$ cat src/rtl/clk_gen_multi_if.sv
// Control/status bundle for clk_gen_multi: ratio loading, divided clocks, strobes and lock.
// Handshake: load is a one-cycle request sampled on clk_in1; load_ack is a one-cycle completion pulse.
interface clk_gen_multi_if #(
    parameter int NUM_CH = 4,
    parameter int DIV_W  = 8
);
    logic                    enable;
    logic [NUM_CH*DIV_W-1:0] div_ratio;
    logic                    load;
    logic                    load_ack;
    logic [NUM_CH-1:0]       clk_out;
    logic [NUM_CH-1:0]       clk_en;
    logic                    locked;
    logic [1:0]              state_dbg;

    modport master (
        output enable, div_ratio, load,
        input  load_ack, clk_out, clk_en, locked, state_dbg
    );

    modport slave (
        input  enable, div_ratio, load,
        output load_ack, clk_out, clk_en, locked, state_dbg
    );
endinterface

$ cat src/rtl/clk_gen_multi.sv
// Multi-channel fabric clock divider with run-time ratios, per-channel enable strobes and lock status.
// Define CLK_GEN_MULTI_ALIGN_EN to make running loads switch all channels together at channel 0's wrap.
module clk_gen_multi #(
    parameter int NUM_CH      = 4,
    parameter int DIV_W       = 8,
    parameter int LOCK_CYCLES = 16
) (
    input  logic           clk_in1,
    input  logic           resetn,
    clk_gen_multi_if.slave bus
);
    localparam int LCW = (LOCK_CYCLES > 1) ? $clog2(LOCK_CYCLES) : 1;

    typedef enum logic [1:0] {
        IDLE   = 2'd0,
        SETTLE = 2'd1,
        LOCKED = 2'd2
    } state_e;

    state_e            state_q, state_d;
    logic [LCW-1:0]    lock_cnt_q, lock_cnt_d;
    logic [DIV_W-1:0]  act_q [NUM_CH];
    logic [DIV_W-1:0]  act_d [NUM_CH];
    logic [DIV_W-1:0]  shd_q [NUM_CH];
    logic [DIV_W-1:0]  shd_d [NUM_CH];
    logic [DIV_W-1:0]  cnt_q [NUM_CH];
    logic [DIV_W-1:0]  cnt_d [NUM_CH];
    logic              pend_q, pend_d;
    logic [NUM_CH-1:0] adopted_q, adopted_d;
    logic [NUM_CH-1:0] clk_out_q, clk_out_d;
    logic [NUM_CH-1:0] clk_en_q, clk_en_d;
    logic              load_ack_q, load_ack_d;
    logic              locked_q, locked_d;

    logic [NUM_CH-1:0] at_wrap;
    logic [NUM_CH-1:0] adopt;
    logic [DIV_W:0]    half [NUM_CH];
    logic              running;

    // Ratios 0 and 1 cannot make a clock; treat them as divide-by-2.
    function automatic logic [DIV_W-1:0] eff_ratio(input logic [DIV_W-1:0] r);
        eff_ratio = (r < DIV_W'(2)) ? DIV_W'(2) : r;
    endfunction

    assign running = (state_q != IDLE);

    always_comb begin
        state_d    = state_q;
        lock_cnt_d = lock_cnt_q;
        act_d      = act_q;
        shd_d      = shd_q;
        cnt_d      = cnt_q;
        pend_d     = pend_q;
        adopted_d  = adopted_q;
        load_ack_d = 1'b0;
        adopt      = '0;
        for (int i = 0; i < NUM_CH; i++) begin
            at_wrap[i] = (cnt_q[i] == eff_ratio(act_q[i]) - 1'b1);
        end

        if (!bus.enable) begin
            // Disable wins over a coincident running load; only IDLE loads survive.
            state_d    = IDLE;
            lock_cnt_d = '0;
            pend_d     = 1'b0;
            adopted_d  = '0;
            for (int i = 0; i < NUM_CH; i++) cnt_d[i] = '0;
            if (!running && bus.load) begin
                for (int i = 0; i < NUM_CH; i++) act_d[i] = bus.div_ratio[i*DIV_W +: DIV_W];
                load_ack_d = 1'b1;
            end
        end else if (!running) begin
            state_d    = SETTLE;
            lock_cnt_d = '0;
            for (int i = 0; i < NUM_CH; i++) cnt_d[i] = '0;
            if (bus.load) begin
                for (int i = 0; i < NUM_CH; i++) act_d[i] = bus.div_ratio[i*DIV_W +: DIV_W];
                load_ack_d = 1'b1;
            end
        end else begin
            for (int i = 0; i < NUM_CH; i++) begin
                cnt_d[i] = at_wrap[i] ? '0 : cnt_q[i] + 1'b1;
            end
`ifdef CLK_GEN_MULTI_ALIGN_EN
            if (pend_q && at_wrap[0]) adopt = '1;
`else
            if (pend_q) adopt = at_wrap & ~adopted_q;
`endif
            for (int i = 0; i < NUM_CH; i++) begin
                if (adopt[i]) begin
                    act_d[i] = shd_q[i];
                    cnt_d[i] = '0;
                end
            end
            adopted_d = adopted_q | adopt;

            if (pend_q && (&adopted_d)) begin
                pend_d     = 1'b0;
                adopted_d  = '0;
                load_ack_d = 1'b1;
                lock_cnt_d = '0;
            end else if (pend_q) begin
                lock_cnt_d = '0;
            end else if (bus.load) begin
                for (int i = 0; i < NUM_CH; i++) shd_d[i] = bus.div_ratio[i*DIV_W +: DIV_W];
                pend_d     = 1'b1;
                adopted_d  = '0;
                state_d    = SETTLE;
                lock_cnt_d = '0;
            end else if (state_q == SETTLE) begin
                if (lock_cnt_q == LCW'(LOCK_CYCLES - 1)) state_d = LOCKED;
                else lock_cnt_d = lock_cnt_q + 1'b1;
            end
        end

        // Outputs are decoded from next-state counters so they register with zero input path.
        for (int i = 0; i < NUM_CH; i++) begin
            half[i]      = ({1'b0, eff_ratio(act_d[i])} + 1'b1) >> 1;
            clk_out_d[i] = (state_d != IDLE) && ({1'b0, cnt_d[i]} < half[i]);
            clk_en_d[i]  = (state_d != IDLE) && (cnt_d[i] == '0);
        end
        locked_d = (state_d == LOCKED);
    end

    always_ff @(posedge clk_in1 or negedge resetn) begin
        if (!resetn) begin
            state_q    <= IDLE;
            lock_cnt_q <= '0;
            for (int i = 0; i < NUM_CH; i++) begin
                act_q[i] <= DIV_W'(2);
                shd_q[i] <= DIV_W'(2);
                cnt_q[i] <= '0;
            end
            pend_q     <= 1'b0;
            adopted_q  <= '0;
            clk_out_q  <= '0;
            clk_en_q   <= '0;
            load_ack_q <= 1'b0;
            locked_q   <= 1'b0;
        end else begin
            state_q    <= state_d;
            lock_cnt_q <= lock_cnt_d;
            for (int i = 0; i < NUM_CH; i++) begin
                act_q[i] <= act_d[i];
                shd_q[i] <= shd_d[i];
                cnt_q[i] <= cnt_d[i];
            end
            pend_q     <= pend_d;
            adopted_q  <= adopted_d;
            clk_out_q  <= clk_out_d;
            clk_en_q   <= clk_en_d;
            load_ack_q <= load_ack_d;
            locked_q   <= locked_d;
        end
    end

    assign bus.clk_out   = clk_out_q;
    assign bus.clk_en    = clk_en_q;
    assign bus.load_ack  = load_ack_q;
    assign bus.locked    = locked_q;
    assign bus.state_dbg = state_q;
endmodule

$ cat src/flat_wrapper.sv
// flat-port wrapper written by rule: the top's interface ports become plain ports
module clk_gen_multi_flat 
#(
    parameter int NUM_CH      = 4,
    parameter int DIV_W       = 8,
    parameter int LOCK_CYCLES = 16
)
  (clk_in1, resetn, bus_enable, bus_div_ratio, bus_load, bus_load_ack, bus_clk_out, bus_clk_en, bus_locked, bus_state_dbg);
  clk_gen_multi_if #(.NUM_CH(NUM_CH), .DIV_W(DIV_W)) bus_i ();
  input  logic clk_in1;
  input  logic resetn;
  input wire logic [$bits(bus_i.enable)-1:0] bus_enable;
  input wire logic [$bits(bus_i.div_ratio)-1:0] bus_div_ratio;
  input wire logic [$bits(bus_i.load)-1:0] bus_load;
  output wire logic [$bits(bus_i.load_ack)-1:0] bus_load_ack;
  output wire logic [$bits(bus_i.clk_out)-1:0] bus_clk_out;
  output wire logic [$bits(bus_i.clk_en)-1:0] bus_clk_en;
  output wire logic [$bits(bus_i.locked)-1:0] bus_locked;
  output wire logic [$bits(bus_i.state_dbg)-1:0] bus_state_dbg;
  assign bus_i.enable = bus_enable;
  assign bus_i.div_ratio = bus_div_ratio;
  assign bus_i.load = bus_load;
  assign bus_load_ack = bus_i.load_ack;
  assign bus_clk_out = bus_i.clk_out;
  assign bus_clk_en = bus_i.clk_en;
  assign bus_locked = bus_i.locked;
  assign bus_state_dbg = bus_i.state_dbg;
  clk_gen_multi #(.NUM_CH(NUM_CH), .DIV_W(DIV_W), .LOCK_CYCLES(LOCK_CYCLES)) u_core (.clk_in1(clk_in1), .resetn(resetn), .bus(bus_i));
endmodule
$ cat config.mk
export PLATFORM = sky130hd
export DESIGN_NAME = clk_gen_multi_flat
export DESIGN_NICKNAME = d
export VERILOG_FILES = /design/src/rtl/clk_gen_multi_if.sv /design/src/rtl/clk_gen_multi.sv /design/src/flat_wrapper.sv
export SDC_FILE = /design/constraint.sdc
export NUM_CORES = 1
export LEC_CHECK = 0
export CAP_MARGIN = 20
export CORE_MARGIN = 10
export CORE_UTILIZATION = 40
export CTS_BUF_LIST = sky130_fd_sc_hd__clkbuf_8
export DETAILED_ROUTE_END_ITERATION = 10
export DONT_BUFFER_PORTS = 1
export GPL_ROUTABILITY_DRIVEN = 0
export REMOVE_ABC_BUFFERS = 1
export SLEW_MARGIN = 20
export SYNTH_ARGS = -nofsm -noshare
export SYNTH_HDL_FRONTEND = slang
export SYNTH_SLANG_ARGS = --single-unit
$ cat constraint.sdc
create_clock -name clk_in1 -period 6.14 [get_ports clk_in1]
set_input_delay 1.535 -clock clk_in1 [delete_from_list [all_inputs] [get_ports clk_in1]]
set_output_delay 1.535 -clock clk_in1 [all_outputs]
set_load 0.03 [all_outputs]
==> results.toml, run 1 <==
[outcome]
status = "complete, no violations"

[finish]
seqCellArea_um2 = 2940
post_route_cells_drive_above_1_share_pct = 14.1
layout.nets = 829
multi_input_comb_area_um2 = 4270
fillers = 1729
layout.cells.non_filler = 994
n_antenna_cell = 0
final_core_util_pct = 44.2
areaGrowthSynthToFinish_pct = 7.96

[cts]
cts.root.buffer_cell = "sky130_fd_sc_hd__clkbuf_8"
worst_skew_pair.late_latency_ns = 0.46
clockBufferDepth = 2
cts_htree_levels = 4
tritoncts_clock_tree = "done"
cts_made_buffers = 17
cts_hold_repair.buffers = 0
path_clk_slew_ns = 0.07
clock-sinks = 117

[setup_path]
critPathKind = "reg -> reg"
endpoint_kind = "flip-flop"
worst_path_most_repeated_cell = "sky130_fd_sc_hd__ha_1"
cpPeakStageDelay_ns = 0.58
critPathBufInv = 0
critical_path_cell_by_cell = "or4_4 > o41ai_1 > ha_1 > a21boi_0 > o31ai_1 > or4_4 > nor4_4 > nor2_1 > a21o_2 > nor4_1 > a21boi_0 > ha_1 > and2_4 > nand2_1 > xor2_1 > ha_1 > nand4_1 > nand3b_1 > a21oi_1 > o21a_1"
startpoint_type = "flip-flop"
cp.required_ns = 6.53
cp.arrival_ns = 6.03
path_delay_family = "simple AND/OR/NAND/NOR gates"
timing.critical_path.slowest_stage_cell = "sky130_fd_sc_hd__nor4_4"
largest_fanout_on_the_critical_path = 12

[route]
iteration_count_of_the_initial_detailed_routing_pass = 5
route.final.wire_length_um = 18300
postRouteAntennaNets = 0
post_drt_via_cell_ratio = 5.81
detailedRoute.firstIterationViolations = 344
met1_length_um = 8050
vias = 5776
avgRoutedWirePerCell_um = 18.4
detail_route.drc_violations = 0
detailroute.wirelength.met2_um = 8710
met3_length_um = 1220
top_layer = "met4"

[floorplanning]
core_um2 = 18100
io_pins = 48
std_cell_rows = 49
starting_density_pct = 41.0
chipHeight_um = 156
die_w_um = 156
die-area_um2 = 24400

[sta]
finalSetupTns_ns = 0
achievable-frequency_mhz = 177
grt_setup_unrepaired = "false"
worst_slew_margin_rel_pct = 31.1
setup_viol_count_final = 0
worst_pin_slew_ns = 1.03
final_period_minus_worst_setup_slack_ns = 5.63
worst_hold_check_slack_ns = 0.507
timing_max_transition_violations_final = 0
finalClockSkew_ns = 0.00957
timing.final.crit_share_pct = 91.8
final_hold_viol_count = 0
fin_ws_ns = 0.505

[yosys]
synth.cell_area_um2 = 7440
synth_area_leader_cell = "sky130_fd_sc_hd__dfrtp_1"
netlist_top_cells_area = "sky130_fd_sc_hd__dfrtp_1 37%, sky130_fd_sc_hd__ha_1 6.9%, sky130_fd_sc_hd__xor2_1 5.3%"
synthCells = 758
ys_dominant_reg_cell = "sky130_fd_sc_hd__dfrtp_1"
synth-edff-count = 0
proportion_of_netlist_area_held_by_the_largest_area_contributor_pct = 36.7
ys_warn_count = 0
synth-seq-cells = 117
synth_cell_type_count = 84
postSynth.asyncResetShare_pct = 100
post_synth.cell_area_avg_um2 = 9.81
synth_seq_area_share_pct = 39.5

[global_routing]
globalRouteOverflowTotal = 0
antenna_found_initial = 0
grt_pass1_wl_um = 30100
gr-usage-all-layers_pct = 15.4
first_global_vias = 5872
largest_net_degree_at_the_start_of_global_routing = 118

[power]
p_leak_nw = 3.42
sequential_share_of_power_pct = 45.4
intPower_mw = 1.48
power_frac_comb_pct = 20.8
power.density_cell_area_nw_per_um2 = 268
clkPwrFrac_pct = 33.8
power.share.switching_pct = 31.5
netSwitchingPower_uw = 679
vdd.ir_drop.worst_mv = 0.211

[place]
place_worst_setup_slack_ns = 0.510
numPortBuffers = 0
placedCellCount = 962
dp_hpwl_um = 13500

[worst_hold_path]
hold_path_class = "reg -> reg"

[job]
cap_viol_max_count = 0
cells in the mapped netlist (4+ instances only):
master                        n
sky130_fd_sc_hd__xnor2_1     41
sky130_fd_sc_hd__and3_1      22
sky130_fd_sc_hd__nand2_1     26
sky130_fd_sc_hd__nand4_1     12
sky130_fd_sc_hd__nand3_1     38
sky130_fd_sc_hd__a31oi_1      4
sky130_fd_sc_hd__nor4_1      13
sky130_fd_sc_hd__a22o_2       4
sky130_fd_sc_hd__o21a_1       4
sky130_fd_sc_hd__dfrtp_1    109
sky130_fd_sc_hd__dfstp_2      8
sky130_fd_sc_hd__nor3_1      15
sky130_fd_sc_hd__a2111oi_0    4
sky130_fd_sc_hd__nand2b_1    12
sky130_fd_sc_hd__nor2_1      85
sky130_fd_sc_hd__o21ai_0     18
sky130_fd_sc_hd__nor2b_1     11
sky130_fd_sc_hd__a22oi_1      4
sky130_fd_sc_hd__a221oi_1     6
sky130_fd_sc_hd__or2_2        4
sky130_fd_sc_hd__clkbuf_1    21
sky130_fd_sc_hd__a21oi_1     17
sky130_fd_sc_hd__mux2_2      31
sky130_fd_sc_hd__nor4b_1      4
sky130_fd_sc_hd__and2_1       6
sky130_fd_sc_hd__or3_1        6
sky130_fd_sc_hd__o22ai_1      8
sky130_fd_sc_hd__a22o_1       4
sky130_fd_sc_hd__xor2_1      45
sky130_fd_sc_hd__nand3b_1     6
sky130_fd_sc_hd__a21o_1      12
sky130_fd_sc_hd__inv_1       31
sky130_fd_sc_hd__a221o_1      4
sky130_fd_sc_hd__o211ai_1     4
sky130_fd_sc_hd__ha_1        41
sky130_fd_sc_hd__or4_1        5
power by group through the flow:
stage               clock network [mW]  logic, mW  registers [mW]
finish                           0.728      0.448           0.979
floorplan                            0      0.362           0.959
detailed placement                   0      0.444           0.990
global route                     0.789      0.500           0.995
CTS                              0.753      0.448           0.976
global placement                     0      0.428           0.986
stage by stage:
step / power (mW) / area (um^2)
floorplan: 1.32 / 7300
global placement: 1.41 / 7620
detailed placement: 1.43 / 7620
CTS: 2.18 / 8020
global route: 2.28 / 8030
finish: 2.15 / 8030
worst paths after layout:
kind | start | end | slack [ns] | depth (start not counted)
max in group asynchronous | resetn | u_core.act_q[17] | 5.10 | 0
min in group asynchronous | resetn | u_core.shd_q[4] | 0.77 | 0
max reg2reg | u_core.act_q[13] | u_core.bus.clk_out[2] | 0.51 | 20
max | u_core.act_q[13] | u_core.bus.clk_out[2] | 0.51 | 20
min reg2reg | u_core.shd_q[16] | u_core.shd_q[16] | 0.51 | 1
min | u_core.shd_q[16] | u_core.shd_q[16] | 0.51 | 1
registers in the layout, summed over array words and instances (netlist names):
signal	flops
u_core.bus.state_dbg	2
u_core.shd_q	32
u_core.lock_cnt_q	4
u_core.bus.load_ack	1
u_core.adopted_q	4
u_core.bus.locked	1
u_core.bus.clk_out	4
u_core.cnt_q	32
u_core.pend_q	1
u_core.act_q	32
u_core.bus.clk_en	4
cells in the final DEF (no fill, tap or decap), types with 5 or more instances in the layout:
cell and count:
sky130_fd_sc_hd__nand2b_1 12, sky130_fd_sc_hd__xor2_1 45, sky130_fd_sc_hd__and3_1 22, sky130_fd_sc_hd__mux2_2 31
sky130_fd_sc_hd__nand4_1 12, sky130_fd_sc_hd__ha_1 41, sky130_fd_sc_hd__and2_1 6, sky130_fd_sc_hd__dfrtp_1 109
sky130_fd_sc_hd__clkinvlp_4 5, sky130_fd_sc_hd__nand3_1 38, sky130_fd_sc_hd__or3_1 6, sky130_fd_sc_hd__nor2b_1 11
sky130_fd_sc_hd__xnor2_1 41, sky130_fd_sc_hd__a21o_1 12, sky130_fd_sc_hd__o22ai_1 8, sky130_fd_sc_hd__or4_1 5
sky130_fd_sc_hd__dfstp_2 8, sky130_fd_sc_hd__nand2_1 26, sky130_fd_sc_hd__nor3_1 15, sky130_fd_sc_hd__nor4_1 13
sky130_fd_sc_hd__inv_1 32, sky130_fd_sc_hd__nor2_1 84, sky130_fd_sc_hd__a21oi_1 17, sky130_fd_sc_hd__o21ai_0 18
sky130_fd_sc_hd__clkbuf_8 17, sky130_fd_sc_hd__clkinv_2 5, sky130_fd_sc_hd__nand3b_1 6
metal layers:
layer / vias to the layer above / global-route usage, %
met3: 25 / 4.61
li1: 2757 / -
met5: - / 0
met2: 179 / 25.1
met1: 2815 / 18.7
met4: 0 / 5.80
cell type report:
cell class	instances	share of cell area [%]
Multi-Input combinational cell	582	53.1
Timing Repair Buffer	3	0.281
Inverter	31	1.45
Clock inverter	15	2.06
Tap cell	229	3.57
Clock buffer	17	2.91
Sequential cell	117	36.6
cells by family after synthesis:
family / after synthesis / share of synthesized area [%]
compound gates: 133 / 13.7
simple gates: 289 / 21.4
mux: 33 / 4.96
buf+inv: 59 / 3.40
flops: 117 / 39.5
xor+xnor: 86 / 10.1
fa+ha+maj: 41 / 6.90
worst reg2reg max path: stages, from the launching register on:
cell and delay [ns]:
sky130_fd_sc_hd__dfrtp_1 0.43, sky130_fd_sc_hd__or4_4 0.57, sky130_fd_sc_hd__o41ai_1 0.45, sky130_fd_sc_hd__ha_1 0.30, sky130_fd_sc_hd__a21boi_0 0.22, sky130_fd_sc_hd__o31ai_1 0.10, sky130_fd_sc_hd__or4_4 0.57, sky130_fd_sc_hd__nor4_4 0.58
sky130_fd_sc_hd__nor2_1 0.19, sky130_fd_sc_hd__a21o_2 0.30, sky130_fd_sc_hd__nor4_1 0.36, sky130_fd_sc_hd__a21boi_0 0.15, sky130_fd_sc_hd__ha_1 0.24, sky130_fd_sc_hd__and2_4 0.16, sky130_fd_sc_hd__nand2_1 0.07, sky130_fd_sc_hd__xor2_1 0.17
sky130_fd_sc_hd__ha_1 0.26, sky130_fd_sc_hd__nand4_1 0.11, sky130_fd_sc_hd__nand3b_1 0.08, sky130_fd_sc_hd__a21oi_1 0.12, sky130_fd_sc_hd__o21a_1 0.14
timing repair:
action                                  in CTS  in global routing
resized for setup                            0                  2
endpoints found under the setup margin       0                  1
buffers inserted                             0                  0
(Power assumes the default switching activity.)
==> run 2, diff against run 1 <==
- GPL_ROUTABILITY_DRIVEN: 0 -> 1
==> results of run 2 <==
Final layout, timing and power as in run 1 (identical DEF).
